--- src/rtl/seq_demux_writer_pkg.sv ---
// Game-wide defaults for the memory-game sequence path: play width, slot count and button codes.
package seq_demux_writer_pkg;

    localparam int unsigned PLAY_WIDTH = 4;
    localparam int unsigned SLOT_DEPTH = 16;
    localparam int unsigned SLOT_AW    = $clog2(SLOT_DEPTH);

    typedef enum logic [PLAY_WIDTH-1:0] {
        BtnGreen  = 4'b0001,
        BtnRed    = 4'b0010,
        BtnYellow = 4'b0100,
        BtnBlue   = 4'b1000
    } button_e;

endpackage

--- src/rtl/seq_demux_writer_demux_1xn.sv ---
// Address-plus-enable to one-hot slot write-enable decoder.
module demux_1xn #(
    parameter int unsigned AW    = 4,
    parameter int unsigned DEPTH = 16
) (
    input  logic [AW-1:0]    addr,
    input  logic             en,
    output logic [DEPTH-1:0] onehot
);

    always_comb begin
        onehot = '0;
        if (en) begin
            onehot[addr] = 1'b1;
        end
    end

endmodule

--- src/rtl/seq_demux_writer.sv ---
// Writes one play per valid/ready handshake into the next slot of an N-slot bank;
// the bank is read back combinationally through rd_addr.
module seq_demux_writer
    import seq_demux_writer_pkg::*;
#(
    parameter int unsigned WIDTH = PLAY_WIDTH,
    parameter int unsigned DEPTH = SLOT_DEPTH,
    parameter int unsigned AW    = SLOT_AW
) (
    input  logic             clock,
    input  logic             reset,
    input  logic             clear,
    input  logic             in_valid,
    output logic             in_ready,
    input  logic [WIDTH-1:0] data_in,
    input  logic [AW-1:0]    rd_addr,
    output logic [WIDTH-1:0] data_out,
    output logic [AW:0]      count,
    output logic             full,
    output logic             wr_done,
    output logic             bad_code
);

    localparam logic [AW:0]      LastCount = (AW+1)'(DEPTH - 1);
    localparam logic [WIDTH-1:0] OneCode   = WIDTH'(1);

    logic [AW-1:0]    wr_ptr_q;
    logic [AW:0]      count_q;
    logic             full_q;
    logic             wr_done_q;
    logic             bad_code_q;
    logic [WIDTH-1:0] slot_q [DEPTH];
    logic [DEPTH-1:0] slot_we;
    logic             accept;
    logic             write_en;
    logic             code_onehot;

    // in_ready depends only on registered state, so there is no path from in_valid.
    assign in_ready    = ~full_q;
    assign accept      = in_valid & in_ready;
    assign write_en    = accept & ~clear;
    assign code_onehot = (data_in != '0) && ((data_in & (data_in - OneCode)) == '0);

    demux_1xn #(
        .AW    (AW),
        .DEPTH (DEPTH)
    ) u_demux (
        .addr   (wr_ptr_q),
        .en     (write_en),
        .onehot (slot_we)
    );

    always_ff @(posedge clock) begin
        if (!reset) begin
            wr_ptr_q   <= '0;
            count_q    <= '0;
            full_q     <= 1'b0;
            wr_done_q  <= 1'b0;
            bad_code_q <= 1'b0;
        end else if (clear) begin
            wr_ptr_q   <= '0;
            count_q    <= '0;
            full_q     <= 1'b0;
            wr_done_q  <= 1'b0;
            bad_code_q <= 1'b0;
        end else begin
            wr_done_q <= accept;
            if (accept) begin
                // Pointer wraps naturally to 0 on the write that fills the bank.
                wr_ptr_q <= wr_ptr_q + 1'b1;
                count_q  <= count_q + 1'b1;
                full_q   <= (count_q == LastCount);
                if (!code_onehot) begin
                    bad_code_q <= 1'b1;
                end
            end
        end
    end

    // Clear leaves the slot contents alone; only reset zeroes them.
    always_ff @(posedge clock) begin
        if (!reset) begin
            for (int i = 0; i < int'(DEPTH); i++) begin
                slot_q[i] <= '0;
            end
        end else begin
            for (int i = 0; i < int'(DEPTH); i++) begin
                if (slot_we[i]) begin
                    slot_q[i] <= data_in;
                end
            end
        end
    end

    assign data_out = slot_q[rd_addr];
    assign count    = count_q;
    assign full     = full_q;
    assign wr_done  = wr_done_q;
    assign bad_code = bad_code_q;

endmodule
--- config.mk ---
export PLATFORM = sky130hd
export DESIGN_NAME = seq_demux_writer
export DESIGN_NICKNAME = d
export VERILOG_FILES = /design/src/rtl/seq_demux_writer_pkg.sv /design/src/rtl/seq_demux_writer_demux_1xn.sv /design/src/rtl/seq_demux_writer.sv
export SDC_FILE = /design/constraint.sdc
export NUM_CORES = 1
export LEC_CHECK = 0
export ABC_AREA = 1
export CAP_MARGIN = 10
export CORE_MARGIN = 2
export CORE_UTILIZATION = 50
export DETAILED_ROUTE_END_ITERATION = 12
export PLACE_DENSITY = 0.69
export SETUP_SLACK_MARGIN = 0.15
export SLEW_MARGIN = 5
export SYNTH_ARGS = -nofsm -noshare
export SYNTH_HDL_FRONTEND = slang
export SYNTH_SLANG_ARGS = --single-unit
--- constraint.sdc ---
create_clock -name clock -period 2.2 [get_ports clock]
set_clock_uncertainty 0.15 [all_clocks]
set_input_delay 0.44 -clock clock [delete_from_list [all_inputs] [get_ports clock]]
set_output_delay 0.44 -clock clock [all_outputs]
set_load 0.05 [all_outputs]
-- Word-level counts from Yosys, hierarchy flattened
Memory sizes are Yosys's and may differ from the RTL's.
Index checks and enable logic that the tools add are counted.
- memory bits (writable): 64
- memories: 1
- register bits: 12
- bits of input ports: 12
- word-level logic and storage cells: 109
- equality and inequality tests: 1
- $add $sub $neg: 3
- magnitude comparators: 2
- bitwise logic cells: 23
- multiplexer cells: 68
- reduce and logical (&&, ||, !) cells: 6
- memories (memory ; depth ; bits a word ; read ports ; clocked after Yosys merged registers in ; wr ports ; line ; text):
    slot_q ; 16 ; 4 ; 1 ; 0 ; 16 ; seq_demux_writer.sv:32 ; logic [WIDTH-1:0] slot_q [DEPTH];
- operators with widths (cell ; number):
    $mux 4 ; 16
    $mux 1 ; 50
    $mux 16 ; 1
    $or 1x1->1 ; 16
    $add 5x1->5 const B ; 1
    $eq 5x4->1 const B ; 1
    $lt 4x5->1 const B ; 1
    $add 4x1->4 const B ; 1
    $and 4x4->4 ; 1
    $demux 1 s4 ; 1
    $ge 4x1->1 const B ; 1
    $logic_not 4->1 ; 1
    $not 1->1 ; 4
    $reduce_bool 4->1 ; 1
    $sub 4x1->4 const B ; 1
    $and 1x1->1 ; 2
    $logic_and 1x1->1 ; 2
    $reduce_and 2->1 ; 1
    $reduce_or 2->1 ; 1

-- Depth between registers and ports, before layout
- word-level depth: 9
- depth in mapped cells: 9
- mapped depth without buffers: 7

-- By module
Synthesis repeated with hierarchy kept, for this count alone.
- cells, all modules: 441
- area, all modules: 3726.1 sq um
- by module, submodules not included (module ; times used ; cells each ; area an instance (sq um)):
    seq_demux_writer ; 1 ; 409 ; 3599.7
    demux_1xn ; 1 ; 32 ; 126.4

-- Worst setup path after synthesis
No wires, ideal clock.
- kind: register to register
- start point: register full_q (netlist: full)
- end point: memory slot_q[12][0] in the netlist's numbering, enable pin
- path buffers: 0
- data required time: 1.677 ns
- slack: 0.162 ns
- arrival time: 1.515 ns
- period minus slack after synthesis: 2.038 ns
- cell stages (with the launch flop): 6
- setup time: 0.373 ns
- path through: dfxtp_1 -> inv_2 -> nand2_2 -> nor2_4 -> inv_2 -> o31ai_1
- RTL lines (element ; line ; text):
    start: declaration ; seq_demux_writer.sv:29 ; logic full_q;
    start signal: assignment ; seq_demux_writer.sv:72 ; full_q <= (count_q == LastCount);
    end: declaration ; seq_demux_writer.sv:32 ;

-- Worst setup path in the final report
- start point: input port rd_addr[1]
- end point: output port data_out[2]
- word-level cells in the longest chain between the ends: 1
- ends and longest elaborated chain (element ; line ; text):
    start: declaration ; seq_demux_writer.sv:16 ; input logic [AW-1:0] rd_addr,
    $mem_v2 16x4 ; n/a ;
    end: declaration ; seq_demux_writer.sv:17 ; output logic [WIDTH-1:0] data_out,
No other way between the ends.

==> metrics.yaml <==
status:
  status: "complete, no violations"
place:
  port_buffers: 24
  gp_congestion: 0.860
  dp_cells: 561
  dp_hpwl_um: 5580
timing:
  max_freq_ghz: 0.500
  setup_tns_ns: 0
  slew_viol_final: 0
  rsz0062_at_grt: "false"
  worst_slew_pin_slew_ns: 0.497
  period_minus_slack_ns: 2.00
  final_hold_viol_count: 0
  setup_violations: 0
  slew_headroom_pct: 67.0
  period_share_pct: 90.9
power_and_ir_drop:
  internal_power_mw: 2.45
  p_seq_share_pct: 50.8
  swShare_pct: 24.8
  pwr_density_cell_mw_per_mm2: 674
  switchingPower_mw: 0.808
  max-vdd-ir-drop_mv: 0.394
  p_comb_share_pct: 14.6
  p_leak_nw: 2.13
  clock_power_share_pct: 34.6
setup_path:
  arrival_ns: 1.41
  crit_fanout: 8
  path_class: "input pin to primary output"
  regToRegSetupSlack_ns: 0.62
  critPathCaptureType: "primary output"
  required_ns: 1.61
  startpoint_type: "input pin"
cells_and_area:
  nets: 497
  seq_area_mm2: 0.00216
  layout-drive-gt1-share_pct: 22.1
  multiInputGateArea_mm2: 0.00142
  fin_cells: 583
  fin_util_pct: 66.6
  area_growth_pct: 28.5
  nFillCells: 588
  antenna_cells: 0
synthesis:
  synth_area_mm2: 0.00376
  synthTopCellsByArea: "edfxtp_1, nand2_1, nand3_1"
  yosysUniqueCellTypes: 24
  synth_area_leader_cell: "edfxtp_1"
  syn_avg_cell_area_um2: 8.75
  synthCells: 430
  ys_ff_latch: 76
  ys_seq_area_share_pct: 57.5
  syn_nets: 448
  yosysWarningCount: 0
  synth_top_area_share_pct: 51.1
drt:
  ant_nets: 0
  drt_iter0_markers: 249
  post-route-drc-count: 0
  dr.pass1.iters: 4
  via_per_inst: 5.05
  vias: 2945
  wirelength_um: 8630
  wl_per_cell_um: 14.8
floorplanning:
  die_height_um: 90.7
  die_area_mm2: 0.00823
  num_rows: 31
  coreArea_mm2: 0.00725
  die_w_um: 90.7
  initial_core_util_pct: 51.9
  io_pins: 25
global_route:
  antenna_found_initial: 0
  grt_usage_pct: 21.6
  grt_pass1_wl_um: 13800
  gr-total-overflow: 0
  grt_pass1_vias: 2956
  grt_max_degree: 23
clock_tree:
  clk_latency_ns: 0.34
  cts_buffers: 9
  cts.hold.buffers_added: 0
  cts_sinks: 76
  cts.reportedPaths.clkPinSlew_ns: 0.07
  cts_tree: "built"
  clock-root-buffer: "clkbuf_8"
  ctsHtreeMaxLevel: 3
  cts_max_path_buffers: 2
run:
  cap_violations: 0
worst_hold_path:
  hold_class: "flop to flop"
cells in the mapped netlist:
cell,n
buf_2,10
inv_4,1
nand2_1,115
nand3_1,57
nand2_2,7
ha_1,6
o31ai_1,2
or2_2,1
o21ai_0,3
edfxtp_1,64
o21ai_1,2
a211oi_1,2
buf_4,3
nor2_1,54
nor3b_1,1
nor3_1,5
nor2_4,4
buf_6,4
clkbuf_1,2
xor2_1,1
dfxtp_1,12
inv_1,68
inv_2,3
a21oi_1,3
final cells by class:
type | count | share of cell area, %
Timing Repair Buffer | 55 | 12.6
Clock inverter | 5 | 1.58
Inverter | 72 | 6.03
Clock buffer | 11 | 2.72
Timing Repair inverter | 2 | 0.466
Sequential cell | 76 | 44.7
Multi-Input combinational cell | 263 | 29.3
Tap cell | 99 | 2.56
per-layer routing:
layer	global-route usage [%]	vias to the layer above	part of all wire (%)
met5	0	-	0
met4	8.46	0	1.3
met3	5.93	10	6.7
met2	36.1	109	51
met1	26.7	1370	41
li1	-	1456	-
power by group through the flow:
stage	clock [mW]	sequential, mW	combinational, mW
finish	1.13	1.65	0.474
global route	1.20	1.66	0.512
CTS	1.14	1.66	0.442
detailed placement	0	1.69	0.387
global placement	0	1.69	0.383
floorplan	0	1.69	0.230
timing repair:
item | 4_1_cts | 5_1_grt
endpoints found under the setup margin | 13 | 4
pin swaps | 13 | 18
buffers inserted | 2 | 0
gates cloned | 4 | 0
resized for setup | 56 | 28
sequential cells by signal, indices dropped and copies added, names as in the netlist:
signal / flops
bad_code: 1
count: 5
full: 1
slot_q: 64
wr_done: 1
wr_ptr_q: 4
worst paths after layout:
kind,from,end,depth (start not counted)
worst max-delay path,rd_addr[1],data_out[2],9
worst min-delay path,bad_code,bad_code,2
worst max register to register,wr_ptr_q[0],slot_q[6][0],7
worst min register to register,bad_code,bad_code,2
worst max-delay path, cell delays in order:
cell      delay [ns]
buf_2           0.11
buf_6           0.13
buf_12          0.15
clkinv_8        0.07
nand3_1         0.12
nand3_2         0.11
nand3_2         0.06
nand2_2         0.09
buf_12          0.13
per-stage QoR:
step	power, mW	setup WS (ns)	hold slack, ns	cell area [um2]
after global placement	2.07	-0.290	0.321	4270
final	3.26	0.199	0.337	4830
after global routing	3.37	0.156	0.367	4830
after floorplan	1.92	0.162	0.339	3760
after detailed placement	2.07	-0.337	0.317	4270
after CTS	3.24	0.111	0.335	4710
logic make-up after synthesis:
family,count (synthesis),synth area share (%)
flip-flops,76,57.5
adder cells (fa/ha/maj),6,2.00
XOR/XNOR,1,0.233
buffers and inverters,91,10.6
AO/OA/AOI/OAI,12,1.86
AND/OR/NAND/NOR,244,27.8
cells in the final DEF, fill, tap and decap left out, types with 3 or more instances in the layout:
cell               n
a21oi_1            3
dfxtp_1           12
nand2_1          110
dlygate4sd2_1     11
nand2_2           12
nor2_4             4
buf_4             22
inv_2              3
nor3_1             5
clkdlybuf4s50_1    7
nand3_2           28
ha_1               6
o21ai_0            3
nand3_1           24
edfxtp_1          64
nor2_1            54
nand3_4            5
buf_12             9
inv_1             67
clkbuf_8           9
Power figures use the tool's default switching activity.
